**src/rtl/alu_seq_if.sv**
```systemverilog
// Handshake bundle for alu_seq: a valid/ready operand port and a valid/ready
// result port carrying the registered result and its flags.
// master = the side that issues operations and consumes results,
// slave  = the ALU itself.
interface alu_seq_if #(
    parameter int WIDTH = 8
);
    logic             in_valid;
    logic             in_ready;
    logic [WIDTH-1:0] A;
    logic [WIDTH-1:0] B;
    logic [2:0]       opcode;
    logic             out_valid;
    logic             out_ready;
    logic [WIDTH-1:0] R;
    logic             zero_flag;
    logic             carry_flag;
    logic             neg_flag;

    modport master (
        output in_valid, A, B, opcode, out_ready,
        input  in_ready, out_valid, R, zero_flag, carry_flag, neg_flag
    );

    modport slave (
        input  in_valid, A, B, opcode, out_ready,
        output in_ready, out_valid, R, zero_flag, carry_flag, neg_flag
    );
endinterface

```
**src/rtl/alu_seq.sv**
```systemverilog
// alu_seq: handshaked multi-cycle ALU.
// ADD/SUB/AND/OR/XOR/SLTU (and SHL by 0) complete on the accepting edge;
// SHL by k > 0 takes k cycles, one bit per cycle; MUL is an LSB-first
// shift-add over WIDTH cycles.
// Build option: define ALU_MUL_EN to include the iterative multiplier.
// Without it opcode 111 completes in one cycle with R = 0 and
// carry_flag = 1, marking an unsupported operation.
module alu_seq #(
    parameter int WIDTH = 8
) (
    input  logic       clk,
    input  logic       rst,
    alu_seq_if.slave   bus
);
    // Counter must hold values up to WIDTH (MUL step count).
    localparam int                CW      = $clog2(WIDTH + 1);
    localparam logic [WIDTH-1:0]  WIDTH_W = WIDTH'(WIDTH);
    localparam logic [CW-1:0]     ONE_C   = CW'(1);

    localparam logic [2:0] OP_ADD  = 3'b000;
    localparam logic [2:0] OP_SUB  = 3'b001;
    localparam logic [2:0] OP_AND  = 3'b010;
    localparam logic [2:0] OP_OR   = 3'b011;
    localparam logic [2:0] OP_XOR  = 3'b100;
    localparam logic [2:0] OP_SLTU = 3'b101;
    localparam logic [2:0] OP_SHL  = 3'b110;
    localparam logic [2:0] OP_MUL  = 3'b111;

    typedef enum logic [1:0] {
        IDLE = 2'd0,
        EXEC = 2'd1,
        DONE = 2'd2
    } state_t;

    state_t state_reg, state_next;

    // a_reg is the shifting operand: shifted value for SHL, multiplicand for MUL.
    logic [WIDTH-1:0] a_reg, a_next;
    logic [CW-1:0]    cnt_reg, cnt_next;

    // Registered result and flags; only change when a result is loaded.
    logic [WIDTH-1:0] r_reg, r_next;
    logic             zero_reg, zero_next;
    logic             carry_reg, carry_next;
    logic             neg_reg, neg_next;

`ifdef ALU_MUL_EN
    logic             mul_reg, mul_next;
    logic [WIDTH-1:0] b_reg, b_next;
    logic [WIDTH-1:0] acc_reg, acc_next;
    logic [WIDTH-1:0] mul_sum;
`endif

    // Single-cycle datapath, evaluated on the live inputs while IDLE.
    logic [WIDTH:0]   sum_ext;
    logic [WIDTH:0]   diff_ext;
    logic [CW-1:0]    shamt;
    logic [WIDTH-1:0] quick_r;
    logic             quick_c;
    logic             quick_exec;

    // Result-load strobe from the FSM, with the value and carry to load.
    logic             load;
    logic [WIDTH-1:0] load_r;
    logic             load_c;

    // Combinational result of every op that finishes on the accepting edge.
    always_comb begin
        sum_ext    = {1'b0, bus.A} + {1'b0, bus.B};
        diff_ext   = {1'b0, bus.A} - {1'b0, bus.B};
        shamt      = CW'(bus.B % WIDTH_W);
        quick_r    = '0;
        quick_c    = 1'b0;
        quick_exec = 1'b0;
        case (bus.opcode)
            OP_ADD: begin
                quick_r = sum_ext[WIDTH-1:0];
                quick_c = sum_ext[WIDTH];
            end
            OP_SUB: begin
                quick_r = diff_ext[WIDTH-1:0];
                quick_c = diff_ext[WIDTH];      // borrow: A < B unsigned
            end
            OP_AND:  quick_r = bus.A & bus.B;
            OP_OR:   quick_r = bus.A | bus.B;
            OP_XOR:  quick_r = bus.A ^ bus.B;
            OP_SLTU: quick_r = {{(WIDTH-1){1'b0}}, diff_ext[WIDTH]};
            OP_SHL: begin
                if (shamt == '0) begin
                    quick_r = bus.A;
                end else begin
                    quick_exec = 1'b1;
                end
            end
            OP_MUL: begin
`ifdef ALU_MUL_EN
                quick_exec = 1'b1;
`else
                quick_r = '0;
                quick_c = 1'b1;                 // unsupported-op marker
`endif
            end
            default: quick_r = '0;
        endcase
    end

    // Next-state logic and multi-cycle datapath steps.
    always_comb begin
        state_next = state_reg;
        a_next     = a_reg;
        cnt_next   = cnt_reg;
        load       = 1'b0;
        load_r     = '0;
        load_c     = 1'b0;
`ifdef ALU_MUL_EN
        mul_next   = mul_reg;
        b_next     = b_reg;
        acc_next   = acc_reg;
        mul_sum    = acc_reg + (b_reg[0] ? a_reg : '0);
`endif
        case (state_reg)
            IDLE: begin
                if (bus.in_valid) begin
                    if (quick_exec) begin
                        state_next = EXEC;
                        a_next     = bus.A;
`ifdef ALU_MUL_EN
                        mul_next   = (bus.opcode == OP_MUL);
                        b_next     = bus.B;
                        acc_next   = '0;
                        cnt_next   = (bus.opcode == OP_MUL) ? CW'(WIDTH) : shamt;
`else
                        cnt_next   = shamt;
`endif
                    end else begin
                        state_next = DONE;
                        load       = 1'b1;
                        load_r     = quick_r;
                        load_c     = quick_c;
                    end
                end
            end
            EXEC: begin
                // Both SHL and MUL shift the A operand left once per step.
                a_next   = a_reg << 1;
                cnt_next = cnt_reg - ONE_C;
                load_r   = a_reg << 1;
`ifdef ALU_MUL_EN
                if (mul_reg) begin
                    acc_next = mul_sum;
                    b_next   = b_reg >> 1;
                    load_r   = mul_sum;
                end
`endif
                if (cnt_reg == ONE_C) begin
                    state_next = DONE;
                    load       = 1'b1;
                end
            end
            DONE: begin
                if (bus.out_ready) begin
                    state_next = IDLE;
                end
            end
            default: state_next = IDLE;
        endcase
    end

    // Result and flag update; flags are derived from the value being loaded.
    always_comb begin
        r_next     = r_reg;
        zero_next  = zero_reg;
        carry_next = carry_reg;
        neg_next   = neg_reg;
        if (load) begin
            r_next     = load_r;
            zero_next  = (load_r == '0);
            carry_next = load_c;
            neg_next   = load_r[WIDTH-1];
        end
    end

    // State, datapath and result registers with asynchronous reset.
    always_ff @(posedge clk or posedge rst) begin
        if (rst) begin
            state_reg <= IDLE;
            a_reg     <= '0;
            cnt_reg   <= '0;
            r_reg     <= '0;
            zero_reg  <= 1'b0;
            carry_reg <= 1'b0;
            neg_reg   <= 1'b0;
`ifdef ALU_MUL_EN
            mul_reg   <= 1'b0;
            b_reg     <= '0;
            acc_reg   <= '0;
`endif
        end else begin
            state_reg <= state_next;
            a_reg     <= a_next;
            cnt_reg   <= cnt_next;
            r_reg     <= r_next;
            zero_reg  <= zero_next;
            carry_reg <= carry_next;
            neg_reg   <= neg_next;
`ifdef ALU_MUL_EN
            mul_reg   <= mul_next;
            b_reg     <= b_next;
            acc_reg   <= acc_next;
`endif
        end
    end

    // Handshake outputs decode the state register only.
    assign bus.in_ready   = (state_reg == IDLE);
    assign bus.out_valid  = (state_reg == DONE);
    assign bus.R          = r_reg;
    assign bus.zero_flag  = zero_reg;
    assign bus.carry_flag = carry_reg;
    assign bus.neg_flag   = neg_reg;

endmodule

```
**src/flat_wrapper.sv**
```systemverilog
// flat-port wrapper written by rule: the top's interface ports become plain ports
module alu_seq_flat 
#(
    parameter int WIDTH = 8
)
  (clk, rst, bus_in_valid, bus_A, bus_B, bus_opcode, bus_out_ready, bus_in_ready, bus_out_valid, bus_R, bus_zero_flag, bus_carry_flag, bus_neg_flag);
  alu_seq_if #(.WIDTH(WIDTH)) bus_i ();
  input  logic clk;
  input  logic rst;
  input wire logic [$bits(bus_i.in_valid)-1:0] bus_in_valid;
  input wire logic [$bits(bus_i.A)-1:0] bus_A;
  input wire logic [$bits(bus_i.B)-1:0] bus_B;
  input wire logic [$bits(bus_i.opcode)-1:0] bus_opcode;
  input wire logic [$bits(bus_i.out_ready)-1:0] bus_out_ready;
  output wire logic [$bits(bus_i.in_ready)-1:0] bus_in_ready;
  output wire logic [$bits(bus_i.out_valid)-1:0] bus_out_valid;
  output wire logic [$bits(bus_i.R)-1:0] bus_R;
  output wire logic [$bits(bus_i.zero_flag)-1:0] bus_zero_flag;
  output wire logic [$bits(bus_i.carry_flag)-1:0] bus_carry_flag;
  output wire logic [$bits(bus_i.neg_flag)-1:0] bus_neg_flag;
  assign bus_i.in_valid = bus_in_valid;
  assign bus_i.A = bus_A;
  assign bus_i.B = bus_B;
  assign bus_i.opcode = bus_opcode;
  assign bus_i.out_ready = bus_out_ready;
  assign bus_in_ready = bus_i.in_ready;
  assign bus_out_valid = bus_i.out_valid;
  assign bus_R = bus_i.R;
  assign bus_zero_flag = bus_i.zero_flag;
  assign bus_carry_flag = bus_i.carry_flag;
  assign bus_neg_flag = bus_i.neg_flag;
  alu_seq #(.WIDTH(WIDTH)) u_core (.clk(clk), .rst(rst), .bus(bus_i));
endmodule
```
**config.mk**
```make
export PLATFORM = sky130hd
export DESIGN_NAME = alu_seq_flat
export DESIGN_NICKNAME = d
export VERILOG_FILES = /design/src/rtl/alu_seq_if.sv /design/src/rtl/alu_seq.sv /design/src/flat_wrapper.sv
export SDC_FILE = /design/constraint.sdc
export NUM_CORES = 1
export LEC_CHECK = 0
export ABC_AREA = 0
export BUFFER_PORTS_ARGS = -buffer_cell sky130_fd_sc_hd__clkbuf_2
export CAP_MARGIN = 20
export CORE_ASPECT_RATIO = 1.1
export CORE_MARGIN = 1
export CORE_UTILIZATION = 40
export DETAILED_ROUTE_END_ITERATION = 12
export PLACE_DENSITY_LB_ADDON = 0.1
export SLEW_MARGIN = 20
export SYNTH_ARGS = -nofsm -noshare
export SYNTH_HDL_FRONTEND = slang
export SYNTH_SLANG_ARGS = --single-unit
```
**constraint.sdc**
```tcl
create_clock -name clk -period 1.8 [get_ports clk]
set_clock_uncertainty 0.15 [all_clocks]
set_input_delay 0.27 -clock clk [delete_from_list [all_inputs] [get_ports clk]]
set_output_delay 0.27 -clock clk [all_outputs]
set_load 0.01 [all_outputs]
```
==> impl_results.md <==
* Run status: complete, but fails checks
* Failing checks: design-rule violations, negative setup slack
* M3 GR Usage at 0.0138
* Crit path capture: u_core.bus.zero_flag
* Primary FF master, synth: dfrtp_1
* # port buffers at 35
* CTS tree: built
* Worst Tran Pin Value at 0.510 ns
* Post-route clock period utilization at 1.24
* Synth area leader: dfrtp_1
* Tmin final at 2.23 ns
* Yosys warns at 0
* Count of different cell masters after synthesis at 62
* CTS Buf Count at 3
* Data required, critical path at around 1.8 ns
* Global-route usage over all layers at 0.274
* Nets at 502
* Ys async rst share at 1.00
* Num rows at 30
* First-pass GRT wire length at 14.1 mm
* Post-synthesis average cell area at 7.93 um^2
* Post-synth EDFFs at 0
* Detail Route Antenna Nets at 0
* FF-to-FF setup slack at -0.24 ns
* LEAKAGE at 1.91 nW
* Area occupied by multi-input gates at ~2100 um^2
* Gpl congestion at 0.958
* Worst setup margin at -0.427 ns
* Die Y at 85.6 um
* R2R cell count at 7
* Crit path launch: bus_A[0]
* Post-Syn Area at roughly 2500 um^2
* GR Overflow Total at 0
* Die ar. at around 6700 um^2
* Total power at 2.55 mW
* DR WL/cell at about 16 um
* Fmax at approximately 0.45 GHz
* Endpoints failing setup at 9
* Hold Violations, Final at 0
* Syn Nets at 371
* Worst-Skew Late Latency at 0.28 ns
* Max reg flops at 8
* Initial Utilization at 0.412
* First-pass DRT Iterations at 8
* Maxcap violations at 0
* Detailed Route Iter0 Violations at around 150
* Post-synthesis instance total at 320
* Total clock sinks at 23
* Share of the yosys chip area belonging to registers at 0.227
* Antenna violations before repair at 0
* Met1 usage at 0.363
* Power per cell area at slightly above 600 nW/um^2
* Via count at 2879
* Vias in the first global route at 2840
* Share of the synthesized area in the top cell type at 0.227
* Unrepaired setup endpoints after global routing: yes
* Placed insts at 512
* Endpoint type of the worst setup path: flop
* Setup TNS at -2.28 ns
* Core area at 6160 um^2
* Final slew viol count at 0
* Final wirelength at 8.67 mm
* Layout area overhead at 63.3%
* Met2 usage at 0.457
* Buffer levels on the longest clock path at 2
* Non-Filler Instances at 530
* Fillers at 545
* Top-level port count at 36
* CTS root buf: clkbuf_8
* Ant diodes at 0
* GR peak layer: met2
* Residual DRC count at 1
* Reg2reg start: u_core.state_reg[0]
* Worst VDD drop at 527 uV
* Largest cells by area after synthesis: dfrtp_1 (23%), ha_1 (13%), nor2_1 (4.9%), a21oi_1 (4.3%), inv_1 (4.1%)
* FF/Latch Area at 576 um^2
* Post-route core utilization at 0.673
* Critical path arrival at 2.24 ns
* CP Launch Type: input pin
* Post-detailed-route via-to-cell ratio at between 5 and 6
* Horiz. Die Dim at 78.0 um
* Reg2reg end: u_core.bus.zero_flag
* Hold crit path type: in -> reg
* H-tree level count at 1
* Flops & latches, synth at 23
* Post-DP HPWL at 6.72 mm
* Kind of critical path: in -> reg
* Ratio of cells with drive above 1 in the final layout at 0.489
* Crit Path Max Fanout at 2
* Normalized max-slew margin at 0.659
* Clock slew at reported path FFs at 0.09 ns
* Largest net degree at the start of global routing at 24
[routing by layer]
layer	part of all wire	vias up	routed length, um
met1	0.44	1380	3770
met5	0	-	0
met2	0.49	69	4250
met3	0.041	17	359
met4	0.033	0	289
li1	-	1413	-
[repair_timing]
item | in CTS | in global routing
gates resized for setup | 43 | 52
setup endpoints to repair | 10 | 17
hold buffers | 1 | 0
setup buffers | 9 | 9
pin swaps | 36 | 37
hold endpoints to repair | 23 | 0
gates cloned | 0 | 0
[synthesized netlist by cell type (4+ instances only)]
library cell and count:
nor2b_1 7, a31oi_1 6, nor2_1 33, a21oi_1 22, o21bai_1 5, o211ai_1 4, nand3_1 6, nand2_1 22
ha_1 26, dfrtp_1 23, nor3_1 7, o22ai_1 5, nand2b_1 4, o21ai_0 18, o21ai_1 4, buf_4 7
xnor2_1 8, a22oi_1 12, a211oi_1 5, inv_1 28, clkbuf_1 9
[metrics by stage]
step                      hold WS [ns]  instance area, um^2  worst slack [ns]
final                            0.155                 4150            -0.427
after global routing             0.180                 4150            -0.523
after CTS                        0.158                 3900            -0.398
after detailed placement         0.164                 3580            -0.860
after global placement           0.155                 3580            -0.884
after floorplan                  0.122                 2660            -0.463
[worst max-delay path: stages]
cell and delay [ns]:
clkbuf_16 0.14, inv_12 0.05, ha_4 0.13, fa_2 0.25, o21bai_4 0.08, a2111oi_4 0.38
o21bai_1 0.15, a2111o_1 0.39, a31oi_2 0.20, or2b_1 0.13, o31ai_2 0.06
[worst min path at each step]
stage	start	end	slack (ns)	depth (start not counted)
CTS	bus_out_ready	u_core.state_reg[1]	0.16	3
detailed placement	rst	u_core.a_reg[2]	0.16	3
floorplan	rst	u_core.a_reg[0]	0.12	1
global route	bus_out_ready	u_core.state_reg[1]	0.18	3
finish	bus_out_ready	u_core.state_reg[1]	0.15	3
global placement	rst	u_core.state_reg[1]	0.16	3
[cell usage in the layout (no fill, tap or decap), types with 3 or more instances in the layout]
cell      Yosys  layout
a211oi_2      0       3
a21oi_1      22      19
a21oi_2       0       3
a22oi_1      12      12
a31oi_1       6       4
and3_1        3       3
buf_12        0       4
buf_4         7     100
buf_6         2      13
clkbuf_2      0      25
clkbuf_8      0       3
dfrtp_1      23      23
ha_1         26      16
ha_4          0       8
inv_1        28      19
inv_2         1       6
nand2_1      22      22
nand2b_1      4       4
nand3_1       6       6
nor2_1       33      30
nor2b_1       7       6
nor3_1        7       4
nor3_2        1       3
nor3_4        2       3
o211ai_1      4       4
o21ai_0      18       7
o21ai_1       4       7
o21ai_2       0       8
o21bai_1      5       3
o22ai_1       5       3
xnor2_1       8       7
[layout make-up]
type / instances / share of cell area
clock buffer: 3 / 0.00996
clock inverter: 1 / 0.00121
inverter: 29 / 0.0317
multi-input combinational: 247 / 0.506
sequential: 23 / 0.139
tap: 80 / 0.0241
timing repair buffer: 147 / 0.288
[power breakdown]
group	switching [mW]	internal [mW]	total [mW]
Combinational	0.705	0.738	1.44
Clock	0.180	0.155	0.336
Sequential	0.115	0.659	0.774
[logic make-up after synthesis]
kind of cell	after synthesis	synth area share
AO/OA/AOI/OAI	109	0.303
XOR/XNOR	8	0.0276
adder cells (fa/ha/maj)	28	0.144
buffers and inverters	50	0.0917
flip-flops	23	0.227
multiplexers	2	0.00838
AND/OR/NAND/NOR	100	0.199
Power figures use the tool's default switching activity.
